`src/rtl/spi_master_driver.sv`:
```
// spi_master_driver: single-lane SPI master turning 10-bit RAM commands into SS_n/MOSI frames,
// capturing the 8-bit MISO reply of read-data commands.
module spi_master_driver #(
    parameter int TURN_CYCLES = 2,
    parameter int GAP_CYCLES  = 1
) (
    input  logic       clk,
    input  logic       rst_n,
    input  logic       cmd_valid,
    output logic       cmd_ready,
    input  logic [9:0] cmd_data,
    output logic       rsp_valid,
    output logic [7:0] rsp_data,
    output logic       busy,
    output logic       SS_n,
    output logic       MOSI,
    input  logic       MISO
);
    typedef enum logic [2:0] {IDLE, SELECT, SHIFT, TURN, CAPTURE, GAP} state_t;
    localparam logic [3:0] TURN_LAST = 4'(TURN_CYCLES - 1);
    localparam logic [3:0] GAP_LAST  = 4'(GAP_CYCLES - 2);
    // The IDLE cycle that accepts the next command is itself one of the SS_n-high gap cycles,
    // so GAP only holds the remaining GAP_CYCLES-1 and is skipped entirely when that is zero.
    localparam state_t POST = (GAP_CYCLES > 1) ? GAP : IDLE;
    state_t state, state_nxt;
    logic [3:0] cnt, cnt_nxt;
    logic [9:0] sh, sh_nxt;
    logic [6:0] cap, cap_nxt;
    logic       is_read, is_read_nxt;
    logic       rsp_fire, ss_nxt, mosi_nxt;
    assign cmd_ready = (state == IDLE);
    assign busy      = ~cmd_ready;
    always_comb begin
        state_nxt   = state;
        cnt_nxt     = cnt;
        sh_nxt      = sh;
        cap_nxt     = cap;
        is_read_nxt = is_read;
        rsp_fire    = 1'b0;
        mosi_nxt    = 1'b0;
        case (state)
            IDLE: if (cmd_valid) begin
                state_nxt   = SELECT;
                cnt_nxt     = '0;
                sh_nxt      = cmd_data;
                cap_nxt     = '0;
                is_read_nxt = (cmd_data[9:8] == 2'b11);
                mosi_nxt    = cmd_data[9];
            end
            SELECT: begin
                state_nxt = SHIFT;
                cnt_nxt   = '0;
                mosi_nxt  = sh[9];
            end
            SHIFT: if (cnt == 4'd9) begin
                state_nxt = is_read ? TURN : POST;
                cnt_nxt   = '0;
                sh_nxt    = '0;
            end else begin
                cnt_nxt  = cnt + 4'd1;
                sh_nxt   = {sh[8:0], 1'b0};
                mosi_nxt = sh[8];
            end
            TURN: begin
                state_nxt = (cnt == TURN_LAST) ? CAPTURE : TURN;
                cnt_nxt   = (cnt == TURN_LAST) ? 4'd0 : cnt + 4'd1;
            end
            CAPTURE: begin
                cap_nxt   = {cap[5:0], MISO};
                rsp_fire  = (cnt == 4'd7);
                state_nxt = rsp_fire ? POST : CAPTURE;
                cnt_nxt   = rsp_fire ? 4'd0 : cnt + 4'd1;
            end
            GAP: begin
                state_nxt = (cnt == GAP_LAST) ? IDLE : GAP;
                cnt_nxt   = (cnt == GAP_LAST) ? 4'd0 : cnt + 4'd1;
            end
            default: state_nxt = IDLE;
        endcase
        ss_nxt = (state_nxt == IDLE) || (state_nxt == GAP);
    end
    always_ff @(posedge clk or negedge rst_n) begin
        if (!rst_n) begin
            state     <= IDLE;
            cnt       <= '0;
            sh        <= '0;
            cap       <= '0;
            is_read   <= 1'b0;
            rsp_valid <= 1'b0;
            rsp_data  <= '0;
            SS_n      <= 1'b1;
            MOSI      <= 1'b0;
        end else begin
            state     <= state_nxt;
            cnt       <= cnt_nxt;
            sh        <= sh_nxt;
            cap       <= cap_nxt;
            is_read   <= is_read_nxt;
            rsp_valid <= rsp_fire;
            SS_n      <= ss_nxt;
            MOSI      <= mosi_nxt;
            if (rsp_fire) rsp_data <= {cap, MISO};
        end
    end
endmodule

```
`config.mk`:
```
export PLATFORM = sky130hd
export DESIGN_NAME = spi_master_driver
export DESIGN_NICKNAME = d
export VERILOG_FILES = /design/src/rtl/spi_master_driver.sv
export SDC_FILE = /design/constraint.sdc
export NUM_CORES = 1
export LEC_CHECK = 0
export ABC_CLOCK_PERIOD_IN_PS = 4500
export CORE_MARGIN = 5
export CORE_UTILIZATION = 49
export CTS_CLUSTER_SIZE = 20
export DETAILED_ROUTE_END_ITERATION = 16
export PLACE_DENSITY = 0.82
export SLEW_MARGIN = 10
export SYNTH_ARGS = -nofsm -noshare
export SYNTH_HDL_FRONTEND = slang
export SYNTH_SLANG_ARGS = --single-unit
```
`constraint.sdc`:
```
create_clock -name clk -period 4.5 [get_ports clk]
set_clock_uncertainty 0.05 [all_clocks]
set_input_delay 0.45 -clock clk [delete_from_list [all_inputs] [get_ports clk]]
set_output_delay 0.45 -clock clk [all_outputs]
set_load 0.01 [all_outputs]
```
==> qor.yml <==
power_and_ir_drop:
  power_leakage_nw: 0.974
  vdd_drop_max_mv: 0.310
  power_density_nw_per_um2: 511
cells_and_area:
  utilization_pct: 62.1
  layout_common_cells: "nand2_1, dfrtp_1, clkdlybuf4s50_1"
  area_delta_synth_final_pct: 20.7
  multi_input_area_sq_um: 781
  mostFrequentLayoutCell: "nand2_1"
  drive_gt1_share_pct: 11.6
  n_antenna_cell: 0
  seqCellArea_sq_um: 902
  stdcell_count: 244
  num-nets-final: 215
  fillers: 274
setup_path:
  slowest_stage: "clkdlybuf4s50_1"
  rr_worst_depth: 4
  worstPathMaxFanout: 14
  path_cells: "nor3_1, clkdlybuf4s50_1"
  crit_path_end_kind: "primary output"
  cp_top_family: "buffers and inverters"
  crit_buf_inv: 1
  r2r-end: "SS_n"
  crit_start: "state[0]"
  crit_arrival_ns: 1.84
  crit_type: "reg2out"
  cpPeakStageDelay_ns: 0.61
  regToRegSetupSlack_ns: 2.16
  r2r_start: "state[0]"
  critPathLaunchType: "register"
  required_ns: 4.00
global_routing:
  antenna_found_initial: 0
  grt_max_degree: 37
  grt_pass1_vias: 1366
  grt_pass1_wl_um: 6150
  track_usage_pct: 15.8
  gr-total-overflow: 0
sta:
  maxSlewViolCount: 0
  max_slew_margin_pct: 45.1
  rsz0062_at_grt: "no"
  tightest_slew_ns: 0.824
  fmax_mhz: 426
  setup_viol: 0
  final.setup.worst_slack_ns: 2.16
  finalCritPeriodShare_pct: 52.1
  finalHoldViolCount: 0
  fin_setup_tns_ns: 0
  fin_crit_ns: 2.34
clock_tree:
  cts_tree: "yes"
  htreeDepth: 2
  cts_resized: 0
  clock_sinks: 36
  cts_buffers: 5
  clk_pin_slew_ns: 0.11
  root_buffer: "clkbuf_4"
  hold_buffers: 0
  clockBufferDepth: 2
  insertion_delay_ns: 0.35
  cts_setup_buffers: 0
floorplan:
  die_area_sq_um: 4850
  start_util_pct: 51.4
  placementRows: 21
  core_area_sq_um: 3390
  dieWidth_um: 69.6
  fp.dieH_um: 69.6
  ioPinCount: 27
routing:
  vias: 1398
  wl_per_cell_um: 15.2
  drt_iter0_markers: 101
  wirelength_um: 3720
  drt-pass1-iter-count: 4
  drtAntennaViolNets: 0
  route.detailed.drc: 0
  vias_per_cell: 5.73
outcome:
  status: "finished, final reports clean"
yosys:
  synthesis.area_sq_um: 1740
  synth_fp_nets: 188
  ys.flop_type: "dfrtp_1"
  yosysSeqAreaShare_pct: 51.8
  synth.distinct_cells: 40
  synth-edff-count: 0
  synth-seq-cells: 36
  avgSynthCellArea_sq_um: 10.3
  yosys_warnings: 0
  synth-async-reset-ratio_pct: 100
  syn_inst: 170
placed_design:
  hpwl_um: 2700
  dp_cells: 236
  dp_slack_ns: 1.90
  portBuffers: 26
  gp_congestion: 0.851
hold_path:
  hold_path_class: "in2async"
run:
  drv_cap: 0
## cell families after synthesis
| family | after synthesis | synth area share (%) |
|---|---|---|
| multiplexers | 16 | 9.76 |
| buffers and inverters | 11 | 3.44 |
| XOR/XNOR | 1 | 0.503 |
| flip-flops | 36 | 51.8 |
| adder cells (fa/ha/maj) | 4 | 2.87 |
| AND/OR/NAND/NOR | 69 | 20.1 |
| AO/OA/AOI/OAI | 33 | 11.6 |
## cells in the mapped netlist (2+ instances only)
library cell | n | area [sq um]
a311oi_1 | 2 | 17.5
buf_4 | 2 | 15.0
dfrtp_1 | 35 | 876
nor2_1 | 7 | 26.3
inv_1 | 4 | 15.0
mux2i_1 | 8 | 80.1
nand2_1 | 36 | 135
o211ai_1 | 2 | 15.0
mux2_2 | 8 | 90.1
o21ai_0 | 19 | 95.1
nor4_1 | 2 | 12.5
ha_1 | 4 | 50.1
o31ai_1 | 2 | 15.0
nor2b_1 | 3 | 18.8
nand2b_1 | 3 | 18.8
buf_2 | 3 | 15.0
a31oi_1 | 2 | 12.5
nand3_1 | 6 | 30.0
## power breakdown
group	total (mW)	switching [mW]	leakage, nW	internal, mW
Clock	0.230	0.114	0.0412	0.116
Sequential	0.477	0.0811	0.483	0.396
Combinational	0.367	0.203	0.450	0.163
Total	1.07	0.399	0.974	0.675
## per-layer routing
layer	vias up	wire length, um	global-route usage, %
li1	653	-	-
met4	0	101	7.66
met1	694	1460	17.8
met3	11	201	4.64
met2	40	1960	27.3
met5	-	0	0
## cell type report
| class | instances | share of cell area (%) |
|---|---|---|
| Timing Repair Buffer | 27 | 12.7 |
| Sequential cell | 36 | 42.9 |
| Inverter | 4 | 0.714 |
| Clock inverter | 3 | 2.02 |
| Clock buffer | 5 | 1.78 |
| Tap cell | 46 | 2.74 |
| Multi-Input combinational cell | 123 | 37.1 |
## through the flow
| stage | area [sq um] | hold WS, ns | total power, mW |
|---|---|---|---|
| 6_report | 2100 | 0.449 | 1.07 |
| 2_1_floorplan | 1740 | 0.104 | 0.730 |
| 3_5_place_dp | 2020 | 0.427 | 0.847 |
| 5_1_grt | 2100 | 0.472 | 1.14 |
| 3_3_place_gp | 2020 | 0.410 | 0.821 |
| 4_1_cts | 2100 | 0.450 | 1.08 |
## how the worst max path moves through the flow
| stage | to | slack [ns] | cells past startpoint |
|---|---|---|---|
| finish | cmd_ready | 2.16 | 2 |
| global route | SS_n | 2.03 | 4 |
| CTS | cmd_ready | 2.13 | 2 |
| detailed placement | SS_n | 1.90 | 5 |
| global placement | SS_n | 1.94 | 5 |
| floorplan | SS_n | 2.80 | 5 |
## state kept, by name, indices dropped and copies added (netlist names)
| signal | cells |
|---|---|
| MOSI | 1 |
| SS_n | 1 |
| cap | 7 |
| cnt | 4 |
| is_read | 1 |
| rsp_data | 8 |
| rsp_valid | 1 |
| sh | 10 |
| state | 3 |
Note: power is estimated with default switching activity, not from simulation.
